### src/rtl/nibble_serial_subtractor_pkg.sv
// nss_pkg: shared slice width, FSM encoding and counter-width helper for the nibble subtractor
package nss_pkg;
  localparam int NIB = 4;
  typedef enum logic [1:0] {IDLE = 2'd0, RUN = 2'd1, DONE = 2'd2} state_t;
  function automatic int clog2(input int v);
    int r;
    r = 0;
    while ((1 << r) < v) r++;
    return r;
  endfunction
endpackage

### src/rtl/nibble_serial_subtractor_slice.sv
// nibble_sub_slice: 4-bit carry-lookahead add of x, pre-inverted y and carry-in
module nibble_sub_slice (
  input  logic [3:0] i_x,
  input  logic [3:0] i_y,
  input  logic       i_cin,
  output logic [3:0] o_s,
  output logic       o_cout
);
  logic [3:0] w_g, w_p;
  logic [4:0] w_c;
  assign w_g = i_x & i_y;
  assign w_p = i_x ^ i_y;
  // every carry is a flat sum of products of g/p and cin, so no carry ripples through another
  assign w_c[0] = i_cin;
  assign w_c[1] = w_g[0] | (w_p[0] & i_cin);
  assign w_c[2] = w_g[1] | (w_p[1] & w_g[0]) | (w_p[1] & w_p[0] & i_cin);
  assign w_c[3] = w_g[2] | (w_p[2] & w_g[1]) | (w_p[2] & w_p[1] & w_g[0])
                | (w_p[2] & w_p[1] & w_p[0] & i_cin);
  assign w_c[4] = w_g[3] | (w_p[3] & w_g[2]) | (w_p[3] & w_p[2] & w_g[1])
                | (w_p[3] & w_p[2] & w_p[1] & w_g[0])
                | (w_p[3] & w_p[2] & w_p[1] & w_p[0] & i_cin);
  assign o_s    = w_p ^ w_c[3:0];
  assign o_cout = w_c[4];
endmodule

### src/rtl/nibble_serial_subtractor.sv
// nibble_serial_subtractor: a - b one nibble per clock with start/done handshake and result flags
module nibble_serial_subtractor
  import nss_pkg::*;
#(
  parameter int WIDTH = 16
) (
  input  logic             clk,
  input  logic             rst_n,
  input  logic             start,
  input  logic [WIDTH-1:0] a,
  input  logic [WIDTH-1:0] b,
  output logic             busy,
  output logic             done,
  output logic [WIDTH-1:0] diff,
  output logic             borrow_out,
  output logic             overflow,
  output logic             zero
);
  localparam int N  = WIDTH / NIB;
  localparam int CW = clog2(N);
  state_t           r_state;
  logic [WIDTH-1:0] r_a, r_b, r_diff;
  logic [CW-1:0]    r_cnt;
  logic             r_carry, r_busy, r_done, r_borrow, r_ovf, r_zero;
  logic [NIB-1:0]   w_x, w_y, w_s;
  logic             w_cout, w_last, w_ovf, w_zero;
  assign w_x    = r_a[r_cnt*NIB +: NIB];
  assign w_y    = r_b[r_cnt*NIB +: NIB];
  assign w_last = r_cnt == CW'(N - 1);
  // r_b holds ~b, so the subtrahend sign is the inverse of its stored MSB
  assign w_ovf  = (r_a[WIDTH-1] ^ ~r_b[WIDTH-1]) & (w_s[NIB-1] ^ r_a[WIDTH-1]);
  assign w_zero = ~|r_diff[WIDTH-NIB-1:0] & ~|w_s;
  nibble_sub_slice u_slice (
    .i_x    (w_x),
    .i_y    (w_y),
    .i_cin  (r_carry),
    .o_s    (w_s),
    .o_cout (w_cout)
  );
  always_ff @(posedge clk or negedge rst_n) begin
    if (!rst_n) begin
      r_state  <= IDLE;
      r_a      <= '0;
      r_b      <= '0;
      r_diff   <= '0;
      r_cnt    <= '0;
      r_carry  <= 1'b0;
      r_busy   <= 1'b0;
      r_done   <= 1'b0;
      r_borrow <= 1'b0;
      r_ovf    <= 1'b0;
      r_zero   <= 1'b0;
    end else if (r_state == RUN) begin
      r_diff[r_cnt*NIB +: NIB] <= w_s;
      r_carry                  <= w_cout;
      r_cnt                    <= w_last ? '0 : r_cnt + 1'b1;
      if (w_last) begin
        r_state  <= DONE;
        r_busy   <= 1'b0;
        r_done   <= 1'b1;
        r_borrow <= ~w_cout;
        r_ovf    <= w_ovf;
        r_zero   <= w_zero;
      end
    end else begin
      r_done <= 1'b0;
      if (start) begin
        r_state <= RUN;
        r_a     <= a;
        r_b     <= ~b;
        r_carry <= 1'b1;
        r_cnt   <= '0;
        r_busy  <= 1'b1;
      end else begin
        r_state <= IDLE;
      end
    end
  end
  assign busy       = r_busy;
  assign done       = r_done;
  assign diff       = r_diff;
  assign borrow_out = r_borrow;
  assign overflow   = r_ovf;
  assign zero       = r_zero;
endmodule

### config.mk
export PLATFORM = sky130hd
export DESIGN_NAME = nibble_serial_subtractor
export DESIGN_NICKNAME = d
export VERILOG_FILES = /design/src/rtl/nibble_serial_subtractor_pkg.sv /design/src/rtl/nibble_serial_subtractor_slice.sv /design/src/rtl/nibble_serial_subtractor.sv
export SDC_FILE = /design/constraint.sdc
export NUM_CORES = 1
export LEC_CHECK = 0
export ABC_CLOCK_PERIOD_IN_PS = 2500
export CORE_AREA = 4 4 87 89
export CTS_CLUSTER_DIAMETER = 50
export DETAILED_ROUTE_END_ITERATION = 10
export DIE_AREA = 0 0 91 93
export GPL_TIMING_DRIVEN = 0
export HOLD_SLACK_MARGIN = 0.15
export PLACE_DENSITY = 0.63
export SLEW_MARGIN = 20
export SYNTH_ARGS = -nofsm -noshare
export SYNTH_HDL_FRONTEND = slang
export SYNTH_SLANG_ARGS = --single-unit
### constraint.sdc
create_clock -name clk -period 2.5 [get_ports clk]
set_input_delay 0.625 -clock clk [delete_from_list [all_inputs] [get_ports clk]]
set_output_delay 0.625 -clock clk [all_outputs]
set_load 0.005 [all_outputs]
==> impl_metrics.json <==
{
  "dominant_synthesized_flop_cell": "dfrtp_1",
  "layout.cells.most_common_list": "dfrtp_1, clkdlybuf4s50_1, nand2_1",
  "path_class": "register to register",
  "ys_ff_latch": 57,
  "wl_mm": 6.083,
  "detailroute.via_count": 1950,
  "detailed_routing_iterations_pass_1": 4,
  "critical_path.cell_chain": "buf_6 > buf_8 > mux4_2 > fa_2 > buf_4 > nand2b_1 > o41ai_2",
  "combPwrFrac": 0.592,
  "power_frac_seq": 0.272,
  "drive_gt1_frac": 0.2203,
  "total_switching_power_w": 0.002365,
  "layout_commonest_cell": "dfrtp_1",
  "final_critical_path_setup_slack_ns": 0.06623,
  "route.detailed.wl_per_inst_um": 16.22,
  "postRouteAntennaNets": 0,
  "preCtsSetupSlack_ns": -0.3766,
  "report.power.total_w": 0.005932,
  "detail_route.iter0.violations": 74,
  "rsz_0062_raised_after_global_routing": "true",
  "core.rowCount": 30,
  "place.detailed.hpwl_mm": 4.340,
  "grt.met1_usage": 0.1890,
  "worst_path_max_delay_cell": "fa_2",
  "max_slew_margin": 0.5159,
  "design.die.area_um2": 8463,
  "p_int_w": 0.003568,
  "post_synth_num_cell_types": 38,
  "number_of_slew_limit_violations_in_the_final_report": 0,
  "postPlaceCellArea_um2": 3303,
  "worst-endpoint-required_ns": 2.72,
  "ys_warn_count": 0,
  "drcViolationCount": 0,
  "start_util": 0.3922,
  "grt_antenna_before_repair": 0,
  "crit_path_start_kind": "register",
  "cell_leakage_power_nw": 1.568,
  "worstPathArrival_ns": 2.66,
  "outcome": "finished clean",
  "die_h_um": 93,
  "place.port_buffers": 55,
  "worst_pin_slew_ns": 0.7262,
  "finalHoldViolations": 0,
  "worst_skew_pair.late_latency_ns": 0.32,
  "synth-edff-count": 0,
  "setup_viol": 0,
  "core-area_um2": 6756,
  "clock_power_frac": 0.136,
  "clockBufferDepth": 2,
  "use_met3": 0.03459,
  "ctsHtreeMaxLevel": 3,
  "syn_avg_cell_area_um2": 11.88,
  "synth_nets": 270,
  "global_route_wire_length_before_repair_mm": 9.991,
  "synth.top_cells.by_area": "dfrtp_1, mux2_2, mux4_2",
  "cp_slowest_stage_delay_ns": 0.60,
  "powerDensity_nw_per_um2": 1635,
  "post_drt_via_cell_ratio": 5.200,
  "layout_worst_path_cycle_share": 0.9735,
  "grt_overflow": 0,
  "async_reset_ff_frac": 1.000,
  "final.setup_skew_ns": 0.005434,
  "hold_path_class": "primary input to async pin",
  "totalNegativeSetupSlack_ns": 0,
  "floorplan.die.width_um": 91,
  "power.share.switching": 0.3986,
  "via_count_of_the_first_global_routing_pass": 2039,
  "synth.top_cell.area_share": 0.5382,
  "clockRootBuffer": "clkbuf_8",
  "tritoncts": "built",
  "final_net_count": 339,
  "total_routing_usage_reported_by_global_routing": 0.1506,
  "syn_inst": 223,
  "io_pins": 56,
  "finish.utilization": 0.5369,
  "gpl.final_weighted_congestion": 0.7747,
  "syn_to_final_growth_pct": 36.87,
  "library_cell_with_the_largest_summed_area_after_synthesis": "dfrtp_1",
  "synth.yosys.seq_area_share": 0.5382,
  "number_of_diodes_added_for_antenna_fixing": 0,
  "path_clk_slew_ns": 0.06,
  "vdd.ir_drop.worst_mv": 0.7374,
  "timing.critical_path.to_type": "register",
  "global_route.peak_usage_layer": "met2",
  "period_minus_slack_ns": 2.434,
  "fmax_mhz": 410.9,
  "design_area_um2": 3627,
  "clock-sinks": 57,
  "critPathMaxFanout": 10,
  "global_route.usage.met2": 0.2563,
  "numCtsBuffers": 9,
  "grt_max_degree": 58,
  "synth.cell_area_um2": 2650,
  "timing.max_cap.violations": 0
}
==> sequential cells by signal, indices dropped and copies added (netlist names) <==
signal	cells
r_carry	1
r_cnt	2
r_state	2
diff	16
borrow_out	1
overflow	1
r_b	16
zero	1
r_a	16
busy	1
==> worst max-delay path, delay by kind of cell (launching register included) <==
kind                       cells  cell delay [ns]
AOI/OAI and AO/OA              1             0.28
adders and majority gates      1             0.60
buffers and inverters          3             0.41
DFF                            1             0.38
muxes                          1             0.59
and+or+nand+nor                1             0.08
==> metal layers <==
metal  share of wire  vias to the layer above
met5               0                        -
met4          0.0077                        0
met3           0.052                        4
met2            0.51                       58
met1            0.43                      953
li1                -                      935
==> through the flow <==
step	std cells	hold WS (ns)
global placement	358	0.4596
finish	375	0.3395
detailed placement	358	0.4663
CTS	375	0.3772
floorplan	223	0.3294
global route	375	0.4149
==> cell usage after synthesis (2+ instances only) <==
cell,n
mux4_2,8
nand2b_1,2
o21ai_0,20
nor2_1,6
o41ai_1,2
nand2_1,39
a21oi_1,5
a22o_1,4
o31ai_1,6
buf_2,6
clkbuf_1,4
dfrtp_1,57
ha_1,11
or3_1,2
nand4_1,2
nand3_1,2
xnor2_1,4
inv_1,6
nor3_1,3
mux2_2,16
==> worst paths after layout <==
| path | from | end | slack (ns) | depth (start not counted) |
|---|---|---|---|---|
| hold reg to reg | r_b[14]$_DFFE_PN0P_ | r_b[14]$_DFFE_PN0P_ | 0.48 | 2 |
| min in group clk | r_b[14]$_DFFE_PN0P_ | r_b[14]$_DFFE_PN0P_ | 0.48 | 2 |
| setup reg to reg | r_cnt[0]$_DFFE_PN0P_ | diff[0]$_DFFE_PN0P_ | 0.07 | 7 |
| hold / removal | rst_n | diff[0]$_DFFE_PN0P_ | 0.34 | 1 |
| max in group asynchronous | rst_n | r_state[1]$_DFFE_PN0P_ | 1.65 | 1 |
| setup / recovery | r_cnt[0]$_DFFE_PN0P_ | diff[0]$_DFFE_PN0P_ | 0.07 | 7 |
==> logic make-up (layout without fill, tap and decap cells) <==
group                    Yosys count  count (layout)  synth area share
AO/OA/AOI/OAI                     45              45            0.1100
XOR/XNOR                           5               5           0.01652
adder cells (fa/ha/maj)           12              12           0.05949
buffers and inverters             16              88           0.02549
flip-flops                        57              57            0.5382
multiplexers                      25              25            0.1402
AND/OR/NAND/NOR                   63              63            0.1100
==> power by group through the flow <==
stage / clock network, W / registers, W / logic, W
floorplan: 0 / 0.00156 / 0.00200
global route: 0.000862 / 0.00167 / 0.00386
finish: 0.000809 / 0.00161 / 0.00351
global placement: 0 / 0.00161 / 0.00283
CTS: 0.000831 / 0.00161 / 0.00332
detailed placement: 0 / 0.00163 / 0.00288
==> layout make-up <==
cell class	instances	area, um^2
clock inverters	4	45.04
clock buffers	10	137.6
repair buffers	59	590.6
plain buffers	9	58.81
well taps	80	100.1
fillers	599	3129
multi-input cells	150	1246
flip-flops and latches	57	1426
inverters	6	22.52
==> what timing repair did <==
action / 4_1_cts / 5_1_grt
setup endpoints to repair: 18 / 13
setup buffers: 4 / 0
cloned: 0 / 0
hold buffers: 0 / 0
gates resized for setup: 12 / 5
pin swaps: 4 / 2
Power figures use the tool's default switching activity.
